`src/rtl/dct_fifo_pkg.sv`:
```
// dct_fifo_pkg
// Shared definitions for the DCT inter-stage FIFO:
//   - default word width and RAM depth
//   - level_width(): bits needed to count 0..DEPTH+1 words
//   - legality helpers used by the elaboration checks in fifo_level
package dct_fifo_pkg;

    localparam int DEFAULT_WIDTH = 8;
    localparam int DEFAULT_DEPTH = 64;

    // Capacity is DEPTH words of RAM plus one in the output register.
    function automatic int level_width(input int depth);
        return $clog2(depth + 2);
    endfunction

    function automatic bit is_pow2(input int n);
        return (n >= 2) && ((n & (n - 1)) == 0);
    endfunction

    function automatic bit levels_ok(input int ae, input int af, input int depth);
        return (ae < af) && (af <= depth + 1);
    endfunction

endpackage

```
`src/rtl/fifo_level_if.sv`:
```
// fifo_level_if
// Bundles the producer side (i_*), consumer side (o_*), flush and status
// flags of fifo_level.
//   slave  : the FIFO itself
//   master : the environment driving writes, acks and flush
interface fifo_level_if #(
    parameter int WIDTH = dct_fifo_pkg::DEFAULT_WIDTH,
    parameter int DEPTH = dct_fifo_pkg::DEFAULT_DEPTH
);
    localparam int LW = dct_fifo_pkg::level_width(DEPTH);

    logic             i_flush;
    logic [WIDTH-1:0] i_data;
    logic             i_stb;
    logic             i_ack;
    logic [WIDTH-1:0] o_data;
    logic             o_stb;
    logic             o_ack;
    logic [LW-1:0]    o_level;
    logic             o_full;
    logic             o_empty;
    logic             o_afull;
    logic             o_aempty;
    logic             o_ovf;

    modport slave (
        input  i_flush, i_data, i_stb, o_ack,
        output i_ack, o_data, o_stb, o_level, o_full, o_empty, o_afull, o_aempty, o_ovf
    );

    modport master (
        output i_flush, i_data, i_stb, o_ack,
        input  i_ack, o_data, o_stb, o_level, o_full, o_empty, o_afull, o_aempty, o_ovf
    );
endinterface

```
`src/rtl/fifo_ram.sv`:
```
// fifo_ram
// Simple dual-port RAM, WIDTH x DEPTH, written synchronously and read through
// an enabled output register so it maps onto block RAM with its output reg.
//   clk, rst          : clock, asynchronous reset (output register only)
//   wr_en/wr_addr/wr_data : write port
//   rd_en/rd_addr     : read port; rd_data updates on the edge where rd_en=1
module fifo_ram #(
    parameter int WIDTH = 8,
    parameter int DEPTH = 64,
    localparam int AW   = $clog2(DEPTH)
) (
    input  logic             clk,
    input  logic             rst,
    input  logic             wr_en,
    input  logic [AW-1:0]    wr_addr,
    input  logic [WIDTH-1:0] wr_data,
    input  logic             rd_en,
    input  logic [AW-1:0]    rd_addr,
    output logic [WIDTH-1:0] rd_data
);
    logic [WIDTH-1:0] mem [DEPTH];
    logic [WIDTH-1:0] rd_data_q;
    logic [WIDTH-1:0] rd_data_d;

    always_ff @(posedge clk) begin
        if (wr_en) begin
            mem[wr_addr] <= wr_data;
        end
    end

    // Holds the last word when not enabled: the consumer keeps seeing it.
    always_comb begin
        rd_data_d = rd_data_q;
        if (rd_en) begin
            rd_data_d = mem[rd_addr];
        end
    end

    always_ff @(posedge clk or posedge rst) begin
        if (rst) begin
            rd_data_q <= '0;
        end else begin
            rd_data_q <= rd_data_d;
        end
    end

    assign rd_data = rd_data_q;
endmodule

```
`src/rtl/fifo_level.sv`:
```
// fifo_level
// Synchronous FIFO with strobe/ack handshake on both sides, a full-depth RAM
// plus one registered output word, occupancy count, programmable
// almost-full/almost-empty flags, synchronous flush and sticky overflow.
//   CLK  : clock, rising edge
//   RST  : asynchronous active-high reset
//   bus  : fifo_level_if.slave -- i_data/i_stb/i_ack write side,
//          o_data/o_stb/o_ack read side, i_flush, o_level and status flags
module fifo_level
    import dct_fifo_pkg::*;
#(
    parameter int WIDTH    = DEFAULT_WIDTH,
    parameter int DEPTH    = DEFAULT_DEPTH,
    parameter int AF_LEVEL = DEPTH - 4,
    parameter int AE_LEVEL = 4
) (
    input  logic         CLK,
    input  logic         RST,
    fifo_level_if.slave  bus
);
    localparam int AW = $clog2(DEPTH);
    localparam int PW = AW + 1;
    localparam int LW = level_width(DEPTH);

    if (!is_pow2(DEPTH)) begin : g_bad_depth
        $error("fifo_level: DEPTH must be a power of two >= 2");
    end
    if (!levels_ok(AE_LEVEL, AF_LEVEL, DEPTH)) begin : g_bad_levels
        $error("fifo_level: need AE_LEVEL < AF_LEVEL <= DEPTH+1");
    end
    if (WIDTH < 1) begin : g_bad_width
        $error("fifo_level: WIDTH must be >= 1");
    end

    logic [PW-1:0] wptr_q, wptr_d;
    logic [PW-1:0] rptr_q, rptr_d;
    logic          o_stb_q, o_stb_d;
    logic          ovf_q, ovf_d;
    logic [PW-1:0] ram_cnt;
    logic          ram_full;
    logic          wr_en;
    logic          ld;
    logic [LW-1:0] level;

    always_comb begin
        // One extra pointer bit distinguishes full from empty, so every
        // RAM entry is usable.
        ram_cnt  = wptr_q - rptr_q;
        ram_full = (ram_cnt == PW'(DEPTH));
        // Gated by RST so nothing looks accepted while state is held in reset.
        wr_en    = bus.i_stb & ~ram_full & ~bus.i_flush & ~RST;
        // Refill the output register when it is empty or being taken now.
        ld       = (ram_cnt != '0) & (~o_stb_q | bus.o_ack) & ~bus.i_flush;
    end

    always_comb begin
        wptr_d  = wptr_q;
        rptr_d  = rptr_q;
        o_stb_d = o_stb_q;
        ovf_d   = ovf_q;
        if (bus.i_flush) begin
            wptr_d  = '0;
            rptr_d  = '0;
            o_stb_d = 1'b0;
            ovf_d   = 1'b0;
        end else begin
            if (wr_en) begin
                wptr_d = wptr_q + PW'(1);
            end
            if (ld) begin
                rptr_d  = rptr_q + PW'(1);
                o_stb_d = 1'b1;
            end else if (o_stb_q & bus.o_ack) begin
                o_stb_d = 1'b0;
            end
            if (bus.i_stb & ram_full) begin
                ovf_d = 1'b1;
            end
        end
    end

    always_ff @(posedge CLK or posedge RST) begin
        if (RST) begin
            wptr_q  <= '0;
            rptr_q  <= '0;
            o_stb_q <= 1'b0;
            ovf_q   <= 1'b0;
        end else begin
            wptr_q  <= wptr_d;
            rptr_q  <= rptr_d;
            o_stb_q <= o_stb_d;
            ovf_q   <= ovf_d;
        end
    end

    fifo_ram #(
        .WIDTH (WIDTH),
        .DEPTH (DEPTH)
    ) u_ram (
        .clk     (CLK),
        .rst     (RST),
        .wr_en   (wr_en),
        .wr_addr (wptr_q[AW-1:0]),
        .wr_data (bus.i_data),
        .rd_en   (ld),
        .rd_addr (rptr_q[AW-1:0]),
        .rd_data (bus.o_data)
    );

    // Status is decoded from registered state only.
    assign level        = LW'(ram_cnt) + LW'(o_stb_q);
    assign bus.i_ack    = wr_en;
    assign bus.o_stb    = o_stb_q;
    assign bus.o_level  = level;
    assign bus.o_full   = ram_full;
    assign bus.o_empty  = (level == '0);
    assign bus.o_afull  = (level >= LW'(AF_LEVEL));
    assign bus.o_aempty = (level <= LW'(AE_LEVEL));
    assign bus.o_ovf    = ovf_q;
endmodule

```
`src/flat_wrapper.sv`:
```
// flat-port wrapper written by rule: the top's interface ports become plain ports
module fifo_level_flat import dct_fifo_pkg::*;
#(
    parameter int WIDTH    = DEFAULT_WIDTH,
    parameter int DEPTH    = DEFAULT_DEPTH,
    parameter int AF_LEVEL = DEPTH - 4,
    parameter int AE_LEVEL = 4
)
  (CLK, RST, bus_i_flush, bus_i_data, bus_i_stb, bus_o_ack, bus_i_ack, bus_o_data, bus_o_stb, bus_o_level, bus_o_full, bus_o_empty, bus_o_afull, bus_o_aempty, bus_o_ovf);
  fifo_level_if #(.WIDTH(WIDTH), .DEPTH(DEPTH)) bus_i ();
  input  logic CLK;
  input  logic RST;
  input wire logic [$bits(bus_i.i_flush)-1:0] bus_i_flush;
  input wire logic [$bits(bus_i.i_data)-1:0] bus_i_data;
  input wire logic [$bits(bus_i.i_stb)-1:0] bus_i_stb;
  input wire logic [$bits(bus_i.o_ack)-1:0] bus_o_ack;
  output wire logic [$bits(bus_i.i_ack)-1:0] bus_i_ack;
  output wire logic [$bits(bus_i.o_data)-1:0] bus_o_data;
  output wire logic [$bits(bus_i.o_stb)-1:0] bus_o_stb;
  output wire logic [$bits(bus_i.o_level)-1:0] bus_o_level;
  output wire logic [$bits(bus_i.o_full)-1:0] bus_o_full;
  output wire logic [$bits(bus_i.o_empty)-1:0] bus_o_empty;
  output wire logic [$bits(bus_i.o_afull)-1:0] bus_o_afull;
  output wire logic [$bits(bus_i.o_aempty)-1:0] bus_o_aempty;
  output wire logic [$bits(bus_i.o_ovf)-1:0] bus_o_ovf;
  assign bus_i.i_flush = bus_i_flush;
  assign bus_i.i_data = bus_i_data;
  assign bus_i.i_stb = bus_i_stb;
  assign bus_i.o_ack = bus_o_ack;
  assign bus_i_ack = bus_i.i_ack;
  assign bus_o_data = bus_i.o_data;
  assign bus_o_stb = bus_i.o_stb;
  assign bus_o_level = bus_i.o_level;
  assign bus_o_full = bus_i.o_full;
  assign bus_o_empty = bus_i.o_empty;
  assign bus_o_afull = bus_i.o_afull;
  assign bus_o_aempty = bus_i.o_aempty;
  assign bus_o_ovf = bus_i.o_ovf;
  fifo_level #(.WIDTH(WIDTH), .DEPTH(DEPTH), .AF_LEVEL(AF_LEVEL), .AE_LEVEL(AE_LEVEL)) u_core (.CLK(CLK), .RST(RST), .bus(bus_i));
endmodule
```
`config.mk`:
```
export PLATFORM = sky130hd
export DESIGN_NAME = fifo_level_flat
export DESIGN_NICKNAME = d
export VERILOG_FILES = /design/src/rtl/dct_fifo_pkg.sv /design/src/rtl/fifo_level_if.sv /design/src/rtl/fifo_ram.sv /design/src/rtl/fifo_level.sv /design/src/flat_wrapper.sv
export SDC_FILE = /design/constraint.sdc
export NUM_CORES = 1
export LEC_CHECK = 0
export ABC_AREA = 1
export CAP_MARGIN = 20
export CORE_MARGIN = 5
export CORE_UTILIZATION = 45
export CTS_BUF_LIST = sky130_fd_sc_hd__clkbuf_16
export CTS_CLUSTER_DIAMETER = 200
export DETAILED_ROUTE_END_ITERATION = 12
export PLACE_DENSITY = 0.57
export SKIP_LAST_GASP = 1
export SYNTH_ARGS = -nofsm -noshare
export SYNTH_HDL_FRONTEND = slang
export SYNTH_HIERARCHICAL = 1
export SYNTH_SLANG_ARGS = --single-unit
```
`constraint.sdc`:
```
create_clock -name CLK -period 3.9 [get_ports CLK]
set_input_delay 0.585 -clock CLK [delete_from_list [all_inputs] [get_ports CLK]]
set_output_delay 0.585 -clock CLK [all_outputs]
set_load 0.05 [all_outputs]
```
* After elaboration in Yosys (flattened, before gate mapping) *
Memory sizes are Yosys's and may differ from the RTL's. A register that Yosys moved wholly into a read port is not among the register bits.
Index checks and enable logic that the tools add are counted.

storage, ports and cells
  bits in registers = 16
  latch bits = 0
  bits in writable memories = 512
  ROM bits = 0
  input port bits = 13
  output and inout port bits = 22
  logic and storage cells = 41
  memories kept = 1

memory list
  memory            words  bits a word  rd ports  clocked after memory_dff  wr ports  line            text
  u_core.u_ram.mem  64     8            1         1                         1         fifo_ram.sv:21  logic [WIDTH-1:0] mem [DEPTH];

operators by class
  add/subtract/negate cells = 4
  $mul = 0
  divide/modulo/power cells = 0
  magnitude comparators = 2
  equality and inequality tests = 1
  shift-type cells = 0
  muxes and demuxes = 11
  bitwise operators = 12
  reductions and logical operators = 6

operator list
  kind                                                                   number
  7-bit 2-to-1 mux                                                       4
  7-bit by 1-bit adder with 7-bit output, second input constant          2
  7-bit by 1-bit adder with 7-bit output                                 1
  1-bit AND                                                              7
  7-bit equality test, second input constant                             1
  7-bit by 6-bit >= comparator with 1-bit output, second input constant  1
  7-bit by 3-bit <= comparator with 1-bit output, second input constant  1
  7-bit zero test                                                        1
  1-bit 2-to-1 mux                                                       7
  7-bit nonzero test                                                     1
  7-bit subtractor                                                       1
  2-bit nonzero test                                                     3
  1-bit NOT                                                              4
  3-bit nonzero test                                                     1
  1-bit bitwise OR                                                       1

* Logic depth before layout (Yosys ltp) *
  depth in word-level cells = 8
  depth in mapped cells = 17
  depth with buffers taken out = 16

* Hierarchy *
Netlist, hierarchy kept.

modules (own cells, without submodules)
  module      instances  cells each  area each (um2)  sequential area each (um2)
  fifo_ram    1          1,800       21,328.0         15,574.9
  fifo_level  1          222         1,629.1          400.4

* Worst setup path before layout *
No wires, ideal clock.

  path kind = register to register
  start point = reg u_core.wptr_q[0]
  end point = mem u_core.u_ram.mem[48][0], enable pin
  library setup time = 0.395 ns
  arrival = 3.329 ns
  required time = 3.505 ns
  path slack = 0.177 ns
  cell stages (with the launch flop) = 15
  buffers on the path = 1
  clock period less this slack = 3.723 ns
  path through = dfrtp_1 > inv_1 > ha_1 > inv_1 > fa_1 > nor2_1 > and2_4 > nand3_4 > nor2_8 > nand3_4 > nand2_8 > inv_4 > clkbuf_1 > nand4_1 > nor4_1

between the ends
  longest elaborated chain between the ends = 8

RTL lines
  what                                    line                text
  from (decl)                             fifo_level.sv:35    logic [PW-1:0] wptr_q, wptr_d;
  from (signal assigned)                  fifo_level.sv:89    wptr_q <= wptr_d;
  7-bit subtractor                        fifo_level.sv:48    ram_cnt = wptr_q - rptr_q;
  7-bit equality test                     fifo_level.sv:49    ram_full = (ram_cnt == PW'(DEPTH));
  1-bit NOT                               fifo_level.sv:51    wr_en = bus.i_stb & ~ram_full & ~bus.i_flush & ~RST;
  1-bit AND (3 in series)                 fifo_level.sv:51
  named net bus_i_ack                     flat_wrapper.sv:17  output wire logic [$bits(bus_i.i_ack)-1:0] bus_i_ack;
  1-bit 2-to-1 mux                        fifo_ram.sv:26      if (wr_en) begin
  1-bit 2-to-1 mux (not written as such)  fifo_ram.sv:27      mem[wr_addr] <= wr_data;
  to (decl)                               fifo_ram.sv:21

The timed path passes the listed nets, and every way through them passes these cells.

* Worst setup path in the final report *
  start point = reg u_core.rptr_q[0]
  end point = out bus_o_level[2]

between the ends
  longest elaborated chain between the ends = 2

RTL lines
  what                                    line                text
  from (decl)                             fifo_level.sv:36    logic [PW-1:0] rptr_q, rptr_d;
  from (signal assigned)                  fifo_level.sv:90    rptr_q <= rptr_d;
  7-bit subtractor                        fifo_level.sv:48
  7-bit by 1-bit adder with 7-bit output  fifo_level.sv:111   assign level = LW'(ram_cnt) + LW'(o_stb_q);
  to (decl)                               flat_wrapper.sv:20  output wire logic [$bits(bus_i.o_level)-1:0] bus_o_level;

Every way passes these cells.

==> results.cfg <==
[cts]
cts_buffers = 56
clk_path_buf_depth = 3
tritoncts = yes
cts-root-buf = clkbuf_16
hold_buffers = 0
cts_resized = 0
clk_pin_slew_ps = 60
cts_max_level = 2
clkSinkCount = 536
postCtsSetupBuffers = 0
clk_latency_ps = 610

[floorplanning]
fp.dieH_um = 236
start_util_pct = 45.7
fp-row-count = 82
coreArea_mm2 = 0.0503
io_pins = 35
dieArea_mm2 = 0.0556
die-width_um = 236

[sta]
finalSetupTns_ps = 0
worst_slack_ps = 136
drv_slew = 0
period_share_pct = 96.5
rsz0062_at_grt = false
skew_ps = 20.6
setup_viol = 0
fmax_ghz = 0.266
timing.slew.headroom_pct = 36.3
hold_viol = 0
tightest_slew_ps = 956
period_needed_ps = 3760

[grt]
grt_pass1_wl_um = 89900
grt_usage_pct = 20.7
antenna_found_initial = 0
gr-total-overflow = 0
grt_pass1_vias = 14600
grt_max_degree = 202

[final_layout]
layout_common_cells = nand2_1, edfxtp_1, nand3_1, nor2_1, buf_4
diodes = 0
area_growth_pct = 12.5
fillers = 4538
fin_nets = 2090
final_common_cell = nand2_1
drive_gt1_share_pct = 9.70

[detailed_routing]
vias = 15300
avgViaCountPerCell = 5.49
drc = 0
wl_um = 59200
ant_nets = 0
drt_iter0_drc = 1309
post_drt_wl_per_cell_um = 21.2
drt_first_pass_iters = 5

[synth]
async_reset_ff_share_pct = 4.48
yosysTopAreaCellShare_pct = 67.0
yosysSeqAreaShare_pct = 69.6
synth_ff_type = edfxtp_1
yosysTopAreaCell = edfxtp_1
syn_area_mm2 = 0.0230
netlist_instances = 2022
syn_area_per_cell_um2 = 11.4
synth_nets = 2046
synth_edf_count = 512
yosysWarnings = 6
ys_ff_latch = 536
synth_area_leaders = edfxtp_1, nand3_1, nand2_1
synth_cell_type_count = 36

[critical_path]
rr_worst_depth = 14
required_ps = 3310
cp.arrival_ps = 3180
critPathLaunchType = flip-flop
cp_max_fo = 3
crit_path_end_kind = primary output
criticalPathCategory = reg2out

[job]
max_cap_violations = 0

[power_and_ir_drop]
power_density_mw_per_mm2 = 624
power_mw = 16.1
leakagePower_nw = 9.54
ir_drop_v = 0.000961

[placed_design]
preCtsSetupSlack_ps = 531
numPortBuffers = 34
dp_hpwl_um = 34600
place_congestion = 0.873

[worst_hold_path]
holdCritPathClass = in2async

[run_status]
outcome = completed
[final cells by class]
cell class	count	area [µm²]	area share [%]
Tap cell	672	841	3.26
Clock inverter	48	355	1.38
Timing Repair Buffer	102	958	3.71
Multi-Input combinational cell	1317	6020	23.3
Clock buffer	58	1450	5.62
Sequential cell	536	16000	61.9
Inverter	53	209	0.809
[where the power goes]
group | switching (mW) | total, mW | internal [mW] | leakage (nW)
Clock | 2.19 | 5.20 | 3.01 | 0.949
Combinational | 3.19 | 4.51 | 1.32 | 3.68
Sequential | 0.0383 | 6.41 | 6.37 | 4.91
Total | 5.42 | 16.1 | 10.7 | 9.54
[logic make-up (layout without fill, tap and decap cells)]
family                   count (synthesis)  after routing  synth area share [%]
AND/OR/NAND/NOR                       1287           1287                  25.0
XOR/XNOR                                13             13                 0.496
adder cells (fa/ha/maj)                 11             11                 0.632
buffers and inverters                  169            261                  4.17
AO/OA/AOI/OAI                            6              6                 0.147
flip-flops                             536            536                  69.6
[metrics by stage]
| step | utilization (%) | instances | area [µm²] | hold WS, ps |
|---|---|---|---|---|
| 2_1_floorplan | - | 2022 | 23000 | 401 |
| 3_3_place_gp | 47.7 | 2679 | 24000 | 467 |
| 3_5_place_dp | 47.7 | 2679 | 24000 | 473 |
| 4_1_cts | 51.3 | 2785 | 25800 | 383 |
| 5_1_grt | 51.4 | 2786 | 25800 | 426 |
| 6_report | 51.4 | 2786 | 25800 | 410 |
[metal layers]
metal	vias up	track usage, %	wire length, µm
li1	7185	-	-
met1	7484	29.8	25600
met2	521	32.6	27600
met3	105	4.10	4250
met4	0	5.75	1720
met5	-	0	0
[critical path, cell delays in order, from the launching register on]
cell and delay, ps:
dfrtp_4 490, ha_1 200, inv_1 110, fa_1 470
ha_1 250, xor2_1 190, inv_1 80, clkdlybuf4s50_1 800
[flip-flops by register name, indices dropped and copies added, names as in the netlist]
register and cells:
u_core/bus.o_ovf 1, u_core/u_ram/rd_data 8, u_core/u_ram/mem 512, u_core/wptr_q 7
u_core/bus.o_stb 1, u_core/rptr_q 7
[final timing paths]
path / endpoint / from / slack, ps
max: bus_o_level[2] / u_core/rptr_q[0]$_DFFE_PP0P_ / 140
min: u_core/u_ram/rd_data[5]$_DFFE_PP0P_ / RST / 410
max reg2reg: u_core/u_ram/mem[8][6]$_DFFE_PP_ / u_core/wptr_q[0]$_DFFE_PP0P_ / 530
min reg2reg: u_core/u_ram/rd_data[5]$_DFFE_PP0P_ / u_core/u_ram/rd_data[5]$_DFFE_PP0P_ / 480
max in group asynchronous: u_core/rptr_q[0]$_DFFE_PP0P_ / RST / 2860
min in group CLK: u_core/u_ram/rd_data[5]$_DFFE_PP0P_ / u_core/u_ram/rd_data[5]$_DFFE_PP0P_ / 480
[cell usage after synthesis (3+ instances only)]
master    count
buf_1        12
clkbuf_1     14
nand3_1     494
buf_4        14
nand4_1      28
nand3_2       9
nand2_1     658
nor4_1        8
inv_1        46
nor3_1        5
nand3_4       3
xor2_1       10
nand2_2       6
inv_2         3
nor2_1       68
nand2_4       3
edfxtp_1    512
buf_2        49
dfrtp_1      24
a21oi_1       4
ha_1         10
buf_6        25
xnor2_1       3
(Power assumes the default switching activity.)
==> patch, RTL diff (config.mk and constraints unchanged) <==
Make the reset (`RST` and `rst`) synchronous in 2 clocked blocks. Comments in the files are not updated.
--- a/src/rtl/fifo_ram.sv
+++ b/src/rtl/fifo_ram.sv
@@ -38,3 +38,3 @@
 
-    always_ff @(posedge clk or posedge rst) begin
+    always_ff @(posedge clk) begin
         if (rst) begin
--- a/src/rtl/fifo_level.sv
+++ b/src/rtl/fifo_level.sv
@@ -81,3 +81,3 @@
 
-    always_ff @(posedge CLK or posedge RST) begin
+    always_ff @(posedge CLK) begin
         if (RST) begin
Function: differs if RST is asserted again (counterexample within 4 cycles, from zero or initial values and one cycle with RST high); with RST held inactive, the same outputs for 4 cycles.
==> patch against the original RTL <==
  * Non-clock buffer count is 3 lower
  * Synthesized area shrank 1.4%
  * Count of clock-buffer cells in the layout shrank 1
  * Worst setup slack improved by 0.071 ns
  * Sequential cell count stayed put
  * Cell area shrank 1.0%
  * Wire length up 0.16%
  * Fmax rose by 1.9%
  * Critical endpoint unchanged
  * Largest cell class unchanged
  * Highest routed layer unchanged
Power is not compared: it rests on default switching activity, and its combinational part moved more than twofold at a synthesized area within 25%.
==> patch: results (changes against the original RTL) <==
* Worst slew pin tran at 1.02 ns (+0.0600 ns)
* DP Area at 23800 um2 (-1.0%)
* Worst Clk Skew at 0.0165 ns (-0.00410 ns)
* Layout Nets at 2091 (+0.048%)
* Non-filler cells, final at 2784 (-0.072%)
* Status: finished clean
* Worst slack, placed at 0.498 ns (-0.0331 ns)
* Wire per inst at 21.3 um (+0.23%)
* CTS buffer count at 55 (-1.8%)
* Post-synth cell types at 27 (-25%)
* Compound-gate portion of the synthesized area at 0.442% (+0.29 points)
* Largest cells by area after synthesis: edfxtp_1 68%, nand3_1 11%, nand2_1 11%
* First-pass GRT wire length at 89.8 mm (about the same)
* Largest net degree at the start of global routing at 134 (-34%)
* Initial drt markers at 1338 (+2.2%)
* Share of layout cells above drive strength 1 at 8.29% (-1.4 points)
* Xor and xnor area share after synthesis at 0.387% (-0.11 points)
* Via count at 15169 (-0.82%)
* GP Congestion at 0.819 (-6.3%)
* Vias in the first global route at 14836 (+1.3%)
* Type of the tightest min-delay check: reg -> reg
* Avg Inst Size Synth at 11.2 um2 (-1.8%)
* Synth cell count leaders: 639 x nand2_1, 512 x edfxtp_1, 498 x nand3_1, 96 x nor2_1, 57 x inv_1
* Register area share after synthesis at 70.0% (+0.43 points)
* Post-DP HPWL at 34.8 mm (+0.61%)
* Placed cell count at 2682 (+0.11%)
-- patch: cell count changes after synthesis, moves of 11 or more --
cell	delta
buf_4	+24
buf_6	-22
dfrtp_1	-24
dfxtp_1	+24
inv_1	+11
nand2_1	-19
nor2_1	+28
-- patch: repair_timing --
item	4_1_cts	5_1_grt
setup endpoints to repair	0	2
gates resized for setup	0	1
setup buffers	0	0
-- patch: path summary, 6_finish.rpt --
path,start,endpoint,slack [ns],cells past startpoint
worst max-delay path,u_core/wptr_q[0],bus_o_level[2],0.21,11
worst min-delay path,u_core/bus.o_ovf,u_core/bus.o_ovf,0.49,2
worst max register to register,u_core/wptr_q[0],u_core/u_ram/mem[24][2],0.49,14
worst min register to register,u_core/bus.o_ovf,u_core/bus.o_ovf,0.49,2
-- patch: critical path, delay by kind of cell, from the launching register on --
kind | cells | cell delay [ns]
and+or+nand+nor | 2 | 0.12
adders and majority gates | 3 | 0.88
DFF | 1 | 0.32
buffers and inverters | 6 | 1.19
-- patch: per-layer routing --
layer / track usage, % / up-vias / routed length, um / part of all wire [%]
met1: 30.8 / 7443 / 25900 / 44
li1: - / 7166 / - / -
met3: 2.91 / 77 / 3850 / 6.5
met5: 0 / - / 0 / 0
met4: 6.00 / 0 / 1330 / 2.3
met2: 35.1 / 483 / 28200 / 48
-- patch: power breakdown --
part | internal (mW) | switching, mW | leakage (nW)
registers | 6.33 | 0.0232 | 4.80
logic | 0.405 | 1.01 | 3.49
clock network | 3.08 | 2.14 | 0.923
-- patch: cell type report --
class / count / area, um2
well taps: 672 / 841
clock buffers: 57 / 1430
repair buffers: 99 / 928
inverters: 61 / 239
multi-input cells: 1314 / 5890
flip-flops and latches: 536 / 15900
clock inverters: 45 / 364
fillers: 4441 / 24400
